## config.mk

```make
export PLATFORM = sky130hd
export DESIGN_NAME = memory_fetch_unit_flat
export DESIGN_NICKNAME = d
export VERILOG_FILES = /design/src/rtl/memory_fetch_pkg.sv /design/src/rtl/memory_fetch_unit_if.sv /design/src/rtl/memory_fetch_wait_counter.sv /design/src/rtl/memory_fetch_unit.sv /design/src/flat_wrapper.sv
export SDC_FILE = /design/constraint.sdc
export NUM_CORES = 1
export LEC_CHECK = 0
export CORE_MARGIN = 3
export CORE_UTILIZATION = 41
export DETAILED_ROUTE_END_ITERATION = 10
export PLACE_DENSITY = 0.87
export SKIP_LAST_GASP = 1
export SLEW_MARGIN = 40
export SYNTH_ARGS = -nofsm -noshare
export SYNTH_HDL_FRONTEND = slang
export SYNTH_SLANG_ARGS = --single-unit
```

## constraint.sdc

```tcl
create_clock -name MEMORY_FETCH_CLOCK_50 -period 2.5 [get_ports MEMORY_FETCH_CLOCK_50]
set_clock_uncertainty 0.05 [all_clocks]
set_input_delay 0.25 -clock MEMORY_FETCH_CLOCK_50 [delete_from_list [all_inputs] [get_ports MEMORY_FETCH_CLOCK_50]]
set_output_delay 0.25 -clock MEMORY_FETCH_CLOCK_50 [all_outputs]
set_load 0.01 [all_outputs]
```

## src/rtl/memory_fetch_pkg.sv

```systemverilog
// Shared opcodes, error codes, FSM states and the halt word for the memory fetch unit.
package memory_fetch_pkg;

  localparam logic [1:0] OP_IFETCH = 2'b00;
  localparam logic [1:0] OP_LOAD   = 2'b01;
  localparam logic [1:0] OP_STORE  = 2'b10;

  localparam logic [1:0] ERR_OK       = 2'b00;
  localparam logic [1:0] ERR_MISALIGN = 2'b01;
  localparam logic [1:0] ERR_TIMEOUT  = 2'b10;
  localparam logic [1:0] ERR_ILLEGAL  = 2'b11;

  localparam logic [31:0] HALT_WORD = 32'hFFFF_FFFF;

  typedef enum logic [2:0] {
    IDLE,
    SETUP,
    ACCESS,
    RECOVER,
    ERR
  } state_t;

  function automatic int max_int(input int a, input int b);
    return (a > b) ? a : b;
  endfunction

endpackage

```

## src/rtl/memory_fetch_unit_if.sv

```systemverilog
// CPU-side request/response and MAIN_MEMORY bus signals of the memory fetch unit.
interface memory_fetch_unit_if #(
  parameter int DATAWIDTH_BUS = 32
);
  logic                     MEMORY_FETCH_REQ_In;
  logic [1:0]               MEMORY_FETCH_OP_In;
  logic [DATAWIDTH_BUS-1:0] MEMORY_FETCH_ADDRESS_InBUS;
  logic [DATAWIDTH_BUS-1:0] MEMORY_FETCH_WRDATA_InBUS;
  logic                     MEMORY_FETCH_BUSY_Out;
  logic                     MEMORY_FETCH_DONE_Out;
  logic [1:0]               MEMORY_FETCH_ERROR_Out;
  logic [DATAWIDTH_BUS-1:0] MEMORY_FETCH_IR_OutBUS;
  logic [DATAWIDTH_BUS-1:0] MEMORY_FETCH_LDDATA_OutBUS;
  logic                     MEMORY_FETCH_HALT_Out;
  logic [DATAWIDTH_BUS-1:0] MEMORY_FETCH_MEM_ADDRESS_OutBUS;
  logic [DATAWIDTH_BUS-1:0] MEMORY_FETCH_MEM_data_OutBUS;
  logic                     MEMORY_FETCH_MEM_RD_Out;
  logic                     MEMORY_FETCH_MEM_WR_Out;
  logic [DATAWIDTH_BUS-1:0] MEMORY_FETCH_MEM_data_InBUS;
  logic                     MEMORY_FETCH_MEM_ACK_In;

  // The fetch unit's view: it serves the CPU and masters MAIN_MEMORY.
  modport master (
    input  MEMORY_FETCH_REQ_In, MEMORY_FETCH_OP_In, MEMORY_FETCH_ADDRESS_InBUS,
           MEMORY_FETCH_WRDATA_InBUS, MEMORY_FETCH_MEM_data_InBUS, MEMORY_FETCH_MEM_ACK_In,
    output MEMORY_FETCH_BUSY_Out, MEMORY_FETCH_DONE_Out, MEMORY_FETCH_ERROR_Out,
           MEMORY_FETCH_IR_OutBUS, MEMORY_FETCH_LDDATA_OutBUS, MEMORY_FETCH_HALT_Out,
           MEMORY_FETCH_MEM_ADDRESS_OutBUS, MEMORY_FETCH_MEM_data_OutBUS,
           MEMORY_FETCH_MEM_RD_Out, MEMORY_FETCH_MEM_WR_Out
  );

  modport slave (
    output MEMORY_FETCH_REQ_In, MEMORY_FETCH_OP_In, MEMORY_FETCH_ADDRESS_InBUS,
           MEMORY_FETCH_WRDATA_InBUS, MEMORY_FETCH_MEM_data_InBUS, MEMORY_FETCH_MEM_ACK_In,
    input  MEMORY_FETCH_BUSY_Out, MEMORY_FETCH_DONE_Out, MEMORY_FETCH_ERROR_Out,
           MEMORY_FETCH_IR_OutBUS, MEMORY_FETCH_LDDATA_OutBUS, MEMORY_FETCH_HALT_Out,
           MEMORY_FETCH_MEM_ADDRESS_OutBUS, MEMORY_FETCH_MEM_data_OutBUS,
           MEMORY_FETCH_MEM_RD_Out, MEMORY_FETCH_MEM_WR_Out
  );
endinterface

```

## src/rtl/memory_fetch_wait_counter.sv

```systemverilog
// Saturating ACCESS-cycle counter; reached flags the cycle whose increment hits the limit.
module memory_fetch_wait_counter #(
  parameter int CNT_W = 5
) (
  input  logic             clk,
  input  logic             rst,
  input  logic             clear,
  input  logic             enable,
  input  logic [CNT_W-1:0] limit,
  output logic             reached
);

  logic [CNT_W-1:0] count;
  logic [CNT_W:0]   count_inc;

  function automatic logic [CNT_W-1:0] sat_inc(input logic [CNT_W-1:0] v);
    return (v == '1) ? v : v + 1'b1;
  endfunction

  always_ff @(posedge clk) begin
    if (rst || clear) begin
      count <= '0;
    end else if (enable) begin
      count <= sat_inc(count);
    end
  end

  // Compare the post-increment value so the transition happens on the limit-th cycle.
  assign count_inc = {1'b0, count} + {{CNT_W{1'b0}}, 1'b1};
  assign reached   = enable && (count_inc >= {1'b0, limit});

endmodule

```

## src/rtl/memory_fetch_unit.sv

```systemverilog
// Bus master sequencing MAIN_MEMORY reads/writes for ifetch, load and store requests.
module memory_fetch_unit
  import memory_fetch_pkg::*;
#(
  parameter int DATAWIDTH_BUS = 32,
  parameter int USE_ACK       = 1,
  parameter int FIXED_WAIT    = 2,
  parameter int TIMEOUT       = 16
) (
  input logic                 MEMORY_FETCH_CLOCK_50,
  input logic                 MEMORY_FETCH_RESET_InHigh,
  memory_fetch_unit_if.master bus
);

  localparam int CNT_W = $clog2(max_int(TIMEOUT, FIXED_WAIT) + 1);
  localparam int LIMIT = (USE_ACK != 0) ? TIMEOUT : FIXED_WAIT;

  state_t                   state, state_nxt;
  logic [1:0]               op_q, err_q, err_nxt;
  logic [DATAWIDTH_BUS-1:0] ir_q, ld_q, maddr_q, mdata_q;
  logic                     halt_q, wait_reached, capture;

  memory_fetch_wait_counter #(
    .CNT_W (CNT_W)
  ) u_wait (
    .clk     (MEMORY_FETCH_CLOCK_50),
    .rst     (MEMORY_FETCH_RESET_InHigh),
    .clear   (state == SETUP),
    .enable  (state == ACCESS),
    .limit   (CNT_W'(LIMIT)),
    .reached (wait_reached)
  );

  always_comb begin
    state_nxt = state;
    err_nxt   = err_q;
    capture   = 1'b0;
    case (state)
      IDLE: begin
        if (bus.MEMORY_FETCH_REQ_In) begin
          if (bus.MEMORY_FETCH_OP_In == 2'b11 || halt_q) begin
            state_nxt = ERR;
            err_nxt   = ERR_ILLEGAL;
          end else if (bus.MEMORY_FETCH_ADDRESS_InBUS[1:0] != 2'b00) begin
            state_nxt = ERR;
            err_nxt   = ERR_MISALIGN;
          end else begin
            state_nxt = SETUP;
          end
        end
      end
      SETUP: state_nxt = ACCESS;
      ACCESS: begin
        // ACK wins over a simultaneous timeout.
        if (USE_ACK != 0) begin
          if (bus.MEMORY_FETCH_MEM_ACK_In) begin
            state_nxt = RECOVER;
            capture   = 1'b1;
          end else if (wait_reached) begin
            state_nxt = ERR;
            err_nxt   = ERR_TIMEOUT;
          end
        end else if (wait_reached) begin
          state_nxt = RECOVER;
          capture   = 1'b1;
        end
      end
      RECOVER: state_nxt = IDLE;
      ERR:     state_nxt = IDLE;
      default: state_nxt = IDLE;
    endcase
  end

  always_ff @(posedge MEMORY_FETCH_CLOCK_50) begin
    if (MEMORY_FETCH_RESET_InHigh) begin
      state   <= IDLE;
      op_q    <= OP_IFETCH;
      err_q   <= ERR_OK;
      ir_q    <= '0;
      ld_q    <= '0;
      maddr_q <= '0;
      mdata_q <= '0;
      halt_q  <= 1'b0;
    end else begin
      state <= state_nxt;
      err_q <= err_nxt;
      if (state == IDLE && bus.MEMORY_FETCH_REQ_In) begin
        op_q <= bus.MEMORY_FETCH_OP_In;
      end
      if (state == IDLE && state_nxt == SETUP) begin
        maddr_q <= bus.MEMORY_FETCH_ADDRESS_InBUS;
        mdata_q <= bus.MEMORY_FETCH_WRDATA_InBUS;
      end
      if (capture && op_q == OP_IFETCH) begin
        ir_q <= bus.MEMORY_FETCH_MEM_data_InBUS;
      end
      if (capture && op_q == OP_LOAD) begin
        ld_q <= bus.MEMORY_FETCH_MEM_data_InBUS;
      end
      // IR only changes on an ifetch capture, so in RECOVER it holds this fetch's word.
      if (state == RECOVER && op_q == OP_IFETCH && ir_q == DATAWIDTH_BUS'(HALT_WORD)) begin
        halt_q <= 1'b1;
      end
    end
  end

  assign bus.MEMORY_FETCH_BUSY_Out           = (state != IDLE);
  assign bus.MEMORY_FETCH_DONE_Out           = (state == RECOVER) || (state == ERR);
  assign bus.MEMORY_FETCH_ERROR_Out          = (state == ERR) ? err_q : ERR_OK;
  assign bus.MEMORY_FETCH_IR_OutBUS          = ir_q;
  assign bus.MEMORY_FETCH_LDDATA_OutBUS      = ld_q;
  assign bus.MEMORY_FETCH_HALT_Out           = halt_q;
  assign bus.MEMORY_FETCH_MEM_ADDRESS_OutBUS = maddr_q;
  assign bus.MEMORY_FETCH_MEM_data_OutBUS    = mdata_q;
  assign bus.MEMORY_FETCH_MEM_RD_Out         = !(state == ACCESS && op_q != OP_STORE);
  assign bus.MEMORY_FETCH_MEM_WR_Out         = !(state == ACCESS && op_q == OP_STORE);

endmodule
```

## src/flat_wrapper.sv

```systemverilog
// flat-port wrapper written by rule: the top's interface ports become plain ports
module memory_fetch_unit_flat import memory_fetch_pkg::*;
#(
  parameter int DATAWIDTH_BUS = 32,
  parameter int USE_ACK       = 1,
  parameter int FIXED_WAIT    = 2,
  parameter int TIMEOUT       = 16
)
  (MEMORY_FETCH_CLOCK_50, MEMORY_FETCH_RESET_InHigh, bus_MEMORY_FETCH_REQ_In, bus_MEMORY_FETCH_OP_In, bus_MEMORY_FETCH_ADDRESS_InBUS, bus_MEMORY_FETCH_WRDATA_InBUS, bus_MEMORY_FETCH_MEM_data_InBUS, bus_MEMORY_FETCH_MEM_ACK_In, bus_MEMORY_FETCH_BUSY_Out, bus_MEMORY_FETCH_DONE_Out, bus_MEMORY_FETCH_ERROR_Out, bus_MEMORY_FETCH_IR_OutBUS, bus_MEMORY_FETCH_LDDATA_OutBUS, bus_MEMORY_FETCH_HALT_Out, bus_MEMORY_FETCH_MEM_ADDRESS_OutBUS, bus_MEMORY_FETCH_MEM_data_OutBUS, bus_MEMORY_FETCH_MEM_RD_Out, bus_MEMORY_FETCH_MEM_WR_Out);
  memory_fetch_unit_if #(.DATAWIDTH_BUS(DATAWIDTH_BUS)) bus_i ();
  input logic MEMORY_FETCH_CLOCK_50;
  input logic MEMORY_FETCH_RESET_InHigh;
  input wire logic [$bits(bus_i.MEMORY_FETCH_REQ_In)-1:0] bus_MEMORY_FETCH_REQ_In;
  input wire logic [$bits(bus_i.MEMORY_FETCH_OP_In)-1:0] bus_MEMORY_FETCH_OP_In;
  input wire logic [$bits(bus_i.MEMORY_FETCH_ADDRESS_InBUS)-1:0] bus_MEMORY_FETCH_ADDRESS_InBUS;
  input wire logic [$bits(bus_i.MEMORY_FETCH_WRDATA_InBUS)-1:0] bus_MEMORY_FETCH_WRDATA_InBUS;
  input wire logic [$bits(bus_i.MEMORY_FETCH_MEM_data_InBUS)-1:0] bus_MEMORY_FETCH_MEM_data_InBUS;
  input wire logic [$bits(bus_i.MEMORY_FETCH_MEM_ACK_In)-1:0] bus_MEMORY_FETCH_MEM_ACK_In;
  output wire logic [$bits(bus_i.MEMORY_FETCH_BUSY_Out)-1:0] bus_MEMORY_FETCH_BUSY_Out;
  output wire logic [$bits(bus_i.MEMORY_FETCH_DONE_Out)-1:0] bus_MEMORY_FETCH_DONE_Out;
  output wire logic [$bits(bus_i.MEMORY_FETCH_ERROR_Out)-1:0] bus_MEMORY_FETCH_ERROR_Out;
  output wire logic [$bits(bus_i.MEMORY_FETCH_IR_OutBUS)-1:0] bus_MEMORY_FETCH_IR_OutBUS;
  output wire logic [$bits(bus_i.MEMORY_FETCH_LDDATA_OutBUS)-1:0] bus_MEMORY_FETCH_LDDATA_OutBUS;
  output wire logic [$bits(bus_i.MEMORY_FETCH_HALT_Out)-1:0] bus_MEMORY_FETCH_HALT_Out;
  output wire logic [$bits(bus_i.MEMORY_FETCH_MEM_ADDRESS_OutBUS)-1:0] bus_MEMORY_FETCH_MEM_ADDRESS_OutBUS;
  output wire logic [$bits(bus_i.MEMORY_FETCH_MEM_data_OutBUS)-1:0] bus_MEMORY_FETCH_MEM_data_OutBUS;
  output wire logic [$bits(bus_i.MEMORY_FETCH_MEM_RD_Out)-1:0] bus_MEMORY_FETCH_MEM_RD_Out;
  output wire logic [$bits(bus_i.MEMORY_FETCH_MEM_WR_Out)-1:0] bus_MEMORY_FETCH_MEM_WR_Out;
  assign bus_i.MEMORY_FETCH_REQ_In = bus_MEMORY_FETCH_REQ_In;
  assign bus_i.MEMORY_FETCH_OP_In = bus_MEMORY_FETCH_OP_In;
  assign bus_i.MEMORY_FETCH_ADDRESS_InBUS = bus_MEMORY_FETCH_ADDRESS_InBUS;
  assign bus_i.MEMORY_FETCH_WRDATA_InBUS = bus_MEMORY_FETCH_WRDATA_InBUS;
  assign bus_i.MEMORY_FETCH_MEM_data_InBUS = bus_MEMORY_FETCH_MEM_data_InBUS;
  assign bus_i.MEMORY_FETCH_MEM_ACK_In = bus_MEMORY_FETCH_MEM_ACK_In;
  assign bus_MEMORY_FETCH_BUSY_Out = bus_i.MEMORY_FETCH_BUSY_Out;
  assign bus_MEMORY_FETCH_DONE_Out = bus_i.MEMORY_FETCH_DONE_Out;
  assign bus_MEMORY_FETCH_ERROR_Out = bus_i.MEMORY_FETCH_ERROR_Out;
  assign bus_MEMORY_FETCH_IR_OutBUS = bus_i.MEMORY_FETCH_IR_OutBUS;
  assign bus_MEMORY_FETCH_LDDATA_OutBUS = bus_i.MEMORY_FETCH_LDDATA_OutBUS;
  assign bus_MEMORY_FETCH_HALT_Out = bus_i.MEMORY_FETCH_HALT_Out;
  assign bus_MEMORY_FETCH_MEM_ADDRESS_OutBUS = bus_i.MEMORY_FETCH_MEM_ADDRESS_OutBUS;
  assign bus_MEMORY_FETCH_MEM_data_OutBUS = bus_i.MEMORY_FETCH_MEM_data_OutBUS;
  assign bus_MEMORY_FETCH_MEM_RD_Out = bus_i.MEMORY_FETCH_MEM_RD_Out;
  assign bus_MEMORY_FETCH_MEM_WR_Out = bus_i.MEMORY_FETCH_MEM_WR_Out;
  memory_fetch_unit #(.DATAWIDTH_BUS(DATAWIDTH_BUS), .USE_ACK(USE_ACK), .FIXED_WAIT(FIXED_WAIT), .TIMEOUT(TIMEOUT)) u_core (.MEMORY_FETCH_CLOCK_50(MEMORY_FETCH_CLOCK_50), .MEMORY_FETCH_RESET_InHigh(MEMORY_FETCH_RESET_InHigh), .bus(bus_i));
endmodule
```

==> run_results.csv, run 1 <==
group,metric,value,unit
finish,layout.cells.non_filler,1044,
finish,antenna_cells,0,
die,core,12100,µm²
drt,dr.pass1.iters,5,
sta,maxSlewHeadroom,57.1,%
clock_tree,htreeDepth,4,
setup_path,path_depth,3,
setup_path,path_delay_family,"simple AND/OR/NAND/NOR gates",
min_path,min_path_cells,3,
pwr,power,5.50,mW
drt,wl_met1,6410,µm
placement,dp_cells,1013,
setup_path,cpPeakStageDelay,0.49,ns
sta,rsz0062_at_grt,"false",
global_route,grt_pass1_wl,25300,µm
yosys,synth_top_area_cell,"dfxtp_1",
sta,finalHoldViolCount,0,
yosys,ys_seq_elements,141,
placement,gp_congestion,0.835,
sta,setup_violations,0,
die,die-area,13900,µm²
pwr,p_leak,2.83,nW
die,initial_core_util,42.2,%
min_path,hold_end,"u_core.state[1]",
finish,drive_gt1_share,5.94,%
clock_tree,clk_pin_slew,0.06,ns
yosys,yosysWarnings,0,
sta,min_period,2.34,ns
min_path,worstHoldStart,"MEMORY_FETCH_RESET_InHigh",
drt,ant_nets,0,
pwr,power.density,665,nW/µm²
status,status,"completed",
yosys,yosysMostFrequentCell,"nand2_1",
placement,hpwl,11100,µm
global_route,antenna_found_initial,0,
yosys,ys_async_sr_fraction,0,%
clock_tree,clk_latency,0.42,ns
clock_tree,cts_buffers,17,
yosys,avgSynthCellArea,7.95,µm²
global_route,grtUsageTotal,22.7,%
yosys,synth.cells.most_frequent,"nand2_1 (260), dfxtp_1 (141), a21oi_1 (133)",
min_path,min_path_type,"in -> reg",
drt,wire_per_inst,15.5,µm
die,dieHeight,118,µm
setup_path,cp_data_arrival_time,2.04,ns
placement,place_ws,0.115,ns
placement,io_buffers,236,
clock_tree,ctsRootBufferMaster,"clkbuf_16",
drt,vias,5189,
sta,drv_slew,0,
drt,routed_via_density,4.97,
yosys,synthCells,643,
setup_path,path_cells,"or3b_4 > or3_1 > clkdlybuf4s50_1",
global_route,grt_pass1_vias,4882,
die,rows,40,
pwr,ir_worst_vdd,0.517,mV
sta,worst_pin_slew,0.643,ns
finish,utilization,68.2,%
die,ios,237,
clock_tree,clock_sinks,141,
setup_path,cp_slowest_cell,"clkdlybuf4s50_1",
die,die_x,118,µm
drt,met2_length,7990,µm
yosys,yosysSeqAreaShare,55.2,%
yosys,ys_types,35,
setup_path,r2r-end,"u_core.bus.MEMORY_FETCH_MEM_ADDRESS_OutBUS[11]",
setup_path,cp-end-kind,"output port",
setup_path,r2r_cells,5,
setup_path,critical_path_class,"reg -> out",
drt,drc_errors,0,
clock_tree,clockBufferDepth,2,
yosys,synth_top_cell_area_share,55.2,%
finish,final_area,8270,µm²
sta,fmax,427,MHz
setup_path,reg2reg_setup_slack,0.54,ns
yosys,synth_area_leaders,"dfxtp_1 (55%), nand2_1 (19%), a21oi_1 (13%)",
sta,tns,0,ns
global_route,grt-ovfl-total,0,
yosys,synth_area,5110,µm²
setup_path,reg2reg_from,"u_core.bus.MEMORY_FETCH_HALT_Out",
finish,nets,968,
sta,min_period_over_period,93.6,%
drt,drtIter0Drc,371,
drt,routed.top_layer,"met4",
sta,whs,0.120,ns
setup_path,required,2.20,ns
clock_tree,postCtsSetupBuffers,0,
clock_tree,cts_tree,"yes",
placement,placedInstanceArea,7610,µm²
setup_path,critPathLaunchType,"register",
setup_path,cp_max_fo,9,
drt,met3_length,1280,µm
setup_path,crit_buf_inv,1,
yosys,synth_flop_cell,"dfxtp_1",
sta,setup_slack,0.159,ns
yosys,synth_nets,747,
flow_run,maxCapViolCount,0,
drt,totalWireLength,16200,µm
finish,area_growth,61.6,%
global_route,grt_max_degree,78,
yosys,synth_enable_flop_cells,0,
power by group:
part,switching [mW],internal (mW)
logic,0.178,0.250
clock network,0.942,1.81
registers,0.0274,2.29
total,1.15,4.35
metal layers:
metal	global-route usage [%]	vias to the layer above
met5	0	-
met4	10.2	0
met3	9.03	36
met2	38.3	207
met1	25.2	2393
li1	-	2553
area by class of cell:
type                       instances  area (µm²)
fill                             974        3850
sequential                       141        2830
timing repair buffer             247        2490
multi-input combinational        455        2080
clock buffer                      20         457
tap                              168         210
clock inverter                    11         189
inverter                           2        7.51
worst min-delay path, delay by kind of cell:
family,cells,cell delay (ns)
buf+inv,1,0.12
simple gates,1,0.12
compound gates,1,0.05
registers in the layout (all words and copies together), names as in the netlist:
register	flops
u_core.bus.MEMORY_FETCH_HALT_Out	1
u_core.bus.MEMORY_FETCH_IR_OutBUS	32
u_core.bus.MEMORY_FETCH_LDDATA_OutBUS	32
u_core.bus.MEMORY_FETCH_MEM_ADDRESS_OutBUS	32
u_core.bus.MEMORY_FETCH_MEM_data_OutBUS	32
u_core.err_q	2
u_core.op_q	2
u_core.state	3
u_core.u_wait.count	5
repair_timing:
action / CTS / global route
setup endpoints to repair: 1 / 1
hold buffers: 0 / 0
hold endpoints to repair: 0 / 0
resized for setup: 2 / 2
layout by cell type, fill, tap and decap left out, types with 2 or more instances in the layout:
cell type | netlist | routed
o31ai_1 | 2 | 2
clkinvlp_4 | 0 | 2
nor3b_1 | 2 | 2
ha_1 | 2 | 2
and3_1 | 5 | 5
nor2b_1 | 3 | 3
bufinv_16 | 0 | 5
clkbuf_16 | 0 | 17
nor2_1 | 13 | 13
clkdlybuf4s50_1 | 0 | 235
clkbuf_8 | 0 | 2
nor4_1 | 2 | 2
buf_4 | 7 | 8
o21ai_0 | 3 | 3
clkinv_2 | 0 | 3
nand4_1 | 9 | 9
nand2_1 | 260 | 259
a21oi_1 | 133 | 133
dfxtp_1 | 141 | 139
buf_12 | 0 | 4
inv_1 | 2 | 2
or3_1 | 2 | 2
xor2_1 | 2 | 2
kinds of logic (layout without fill, tap and decap cells):
logic type	after synthesis	count (layout)	synth area share, %
XOR/XNOR	3	3	0.514
buffers and inverters	47	280	4.23
flip-flops	141	141	55.2
multiplexers	1	1	0.196
AND/OR/NAND/NOR	305	305	24.8
adder cells (fa/ha/maj)	2	2	0.489
AO/OA/AOI/OAI	144	144	14.6
worst max path at each step:
stage	slack [ns]	endpoint	startpoint
after floorplan	0.78	u_core.u_wait.count[2]	u_core.u_wait.count[0]
after global placement	0.25	u_core.bus.MEMORY_FETCH_MEM_data_OutBUS[5]	bus_MEMORY_FETCH_OP_In[0]
after detailed placement	0.12	u_core.bus.MEMORY_FETCH_MEM_data_OutBUS[19]	bus_MEMORY_FETCH_OP_In[0]
after CTS	0.008	bus_MEMORY_FETCH_MEM_WR_Out	u_core.state[1]
after global routing	0.07	bus_MEMORY_FETCH_MEM_RD_Out	u_core.state[0]
final	0.16	bus_MEMORY_FETCH_MEM_WR_Out	u_core.state[1]
Power figures use the tool's default switching activity.
==> inputs of run 2 (changes only) <==
- CORE_UTILIZATION: 41 -> 37
- CTS_CLUSTER_SIZE: not set -> 20
- PLACE_DENSITY: 0.87 -> 0.83
- clock period: 2.5 -> 1.94 ns (I/O delays scaled with it)
==> run_results.csv, run 2 (synthesis results as in run 1) <==
group,metric,value,unit
status,status,"completed",
drt,wire_per_inst,14.7,µm
setup_path,cp-end-kind,"output port",
drt,ant_nets,0,
clock_tree,cts_buffers,17,
setup_path,required,1.70,ns
setup_path,cpPeakStageDelay,0.39,ns
setup_path,cp_max_fo,9,
clock_tree,clockBufferDepth,2,
drt,routed_via_density,4.80,
global_route,grt_max_degree,128,
setup_path,cp_data_arrival_time,1.59,ns
pwr,power.density,868,nW/µm²
setup_path,r2r-end,"u_core.err_q[0]",
placement,io_buffers,236,
placement,hpwl,10800,µm
clock_tree,clk_latency,0.41,ns
global_route,grt_pass1_vias,4909,
finish,final_common_cell,"nand2_1",
clock_tree,ctsRootBufferMaster,"clkbuf_16",
finish,final_cell_mix,"nand2_1 (259), clkdlybuf4s50_1 (229), dfxtp_1 (140)",
global_route,grtUsageTotal,20.3,%
clock_tree,cts_tree,"yes",
die,rows,42,
setup_path,cp_slowest_cell,"or3_1",
sta,finalHoldViolCount,0,
sta,min_period_over_period,94.4,%
die,die_x,124,µm
placement,gp_congestion,0.779,
global_route,antenna_found_initial,0,
sta,worst_pin_slew,0.551,ns
flow_run,maxCapViolCount,0,
drt,vias,5095,
min_path,hold_end,"u_core.state[0]",
min_path,worstHoldStart,"MEMORY_FETCH_RESET_InHigh",
min_path,min_path_cells,2,
global_route,grt-ovfl-total,0,
setup_path,path_cells,"buf_4 > or3_1 > dlygate4sd2_1",
finish,nets,977,
drt,totalWireLength,15600,µm
sta,fmax,546,MHz
finish,antenna_cells,0,
sta,maxSlewHeadroom,63.3,%
setup_path,reg2reg_setup_slack,0.17,ns
min_path,min_path_type,"in -> reg",
placement,place_ws,-0.0688,ns
drt,drc_errors,0,
clock_tree,clk_pin_slew,0.06,ns
finish,fillCellCount,1148,
global_route,grt_pass1_wl,24500,µm
sta,min_period,1.83,ns
finish,drive_gt1_share,7.34,%
pwr,ir_worst_vdd,0.533,mV
setup_path,crit_buf_inv,2,
die,core,13400,µm²
die,dieHeight,124,µm
pwr,p_leak,2.92,nW
setup_path,critical_path_class,"reg -> out",
sta,drv_slew,0,
finish,utilization,62.8,%
setup_path,path_delay_family,"buffers and inverters",
clock_tree,htreeDepth,4,
drt,dr.pass1.iters,4,
die,ios,237,
die,initial_core_util,38.2,%
sta,setup_slack,0.109,ns
sta,rsz0062_at_grt,"false",
finish,area_growth,64.5,%
clock_tree,clock_sinks,141,
drt,drtIter0Drc,318,
setup_path,r2r_cells,6,
setup_path,reg2reg_from,"u_core.u_wait.count[0]",
sta,setup_violations,0,
setup_path,critPathLaunchType,"register",
die,die-area,15300,µm²
==> run 2: cell type report <==
type                            count  area [µm²]  area share, %
Clock buffer                       19         453           5.38
Clock inverter                     13         233           2.77
Inverter                            2        7.51         0.0892
Multi-Input combinational cell    455        2100           24.9
Sequential cell                   141        2820           33.6
Tap cell                          176         220           2.62
Timing Repair Buffer              256        2580           30.6
==> run 2: worst register-to-register path, cell delays in order (launching register included) <==
cell	delay [ns]
dfxtp_1	0.33
ha_1	0.21
and3_1	0.18
ha_1	0.28
a31o_2	0.25
nor2b_1	0.15
a211oi_1	0.23
==> run 2: report_power, final <==
part | total (mW) | internal [mW] | leakage [nW] | switching, mW
registers | 2.98 | 2.95 | 1.14 | 0.0289
clock network | 3.76 | 2.49 | 0.335 | 1.26
logic | 0.566 | 0.331 | 1.44 | 0.236
total | 7.30 | 5.77 | 2.92 | 1.53
==> run 2: worst max-delay path by stage <==
stage / start / end / slack [ns] / depth (start not counted)
after floorplan: u_core.u_wait.count[0] / u_core.u_wait.count[2] / 0.22 / 7
after global placement: bus_MEMORY_FETCH_OP_In[0] / u_core.bus.MEMORY_FETCH_MEM_data_OutBUS[3] / 0.01 / 7
after detailed placement: bus_MEMORY_FETCH_OP_In[0] / u_core.bus.MEMORY_FETCH_MEM_data_OutBUS[1] / -0.07 / 7
after CTS: u_core.state[1] / bus_MEMORY_FETCH_MEM_RD_Out / -0.04 / 4
after global routing: u_core.u_wait.count[0] / u_core.err_q[0] / 0.04 / 6
final: u_core.state[0] / bus_MEMORY_FETCH_BUSY_Out / 0.11 / 3
==> run 2: through the flow <==
stage | cells | setup TNS (ns) | hold slack, ns | instance area (µm²) | power, mW
6_report | 1062 | 0 | 0.0528 | 8410 | 7.30
5_1_grt | 1062 | 0 | 0.0490 | 8410 | 7.52
4_1_cts | 1062 | -0.0437 | 0.0397 | 8410 | 7.35
3_5_place_dp | 1029 | -0.777 | 0.395 | 7710 | 3.61
3_3_place_gp | 1029 | 0 | 0.390 | 7710 | 3.60
2_1_floorplan | 643 | 0 | 0.280 | 5110 | 3.23
==> run 2: timing repair <==
item,in CTS,in global routing
buffers inserted,1,0
setup endpoints to repair,6,2
cloned,0,0
hold buffers,0,0
pin swaps,1,0
gates resized for setup,12,3
==> run 2: metal layers <==
metal  share of wire, %  vias up  routed length, µm  GRT usage (%)
met5                  0        -                  0              0
met4                1.7        0                264           6.99
met1                 43     2370               6690           24.9
met3                6.2       20                976           6.95
li1                   -     2572                  -              -
met2                 49      133               7710           33.4
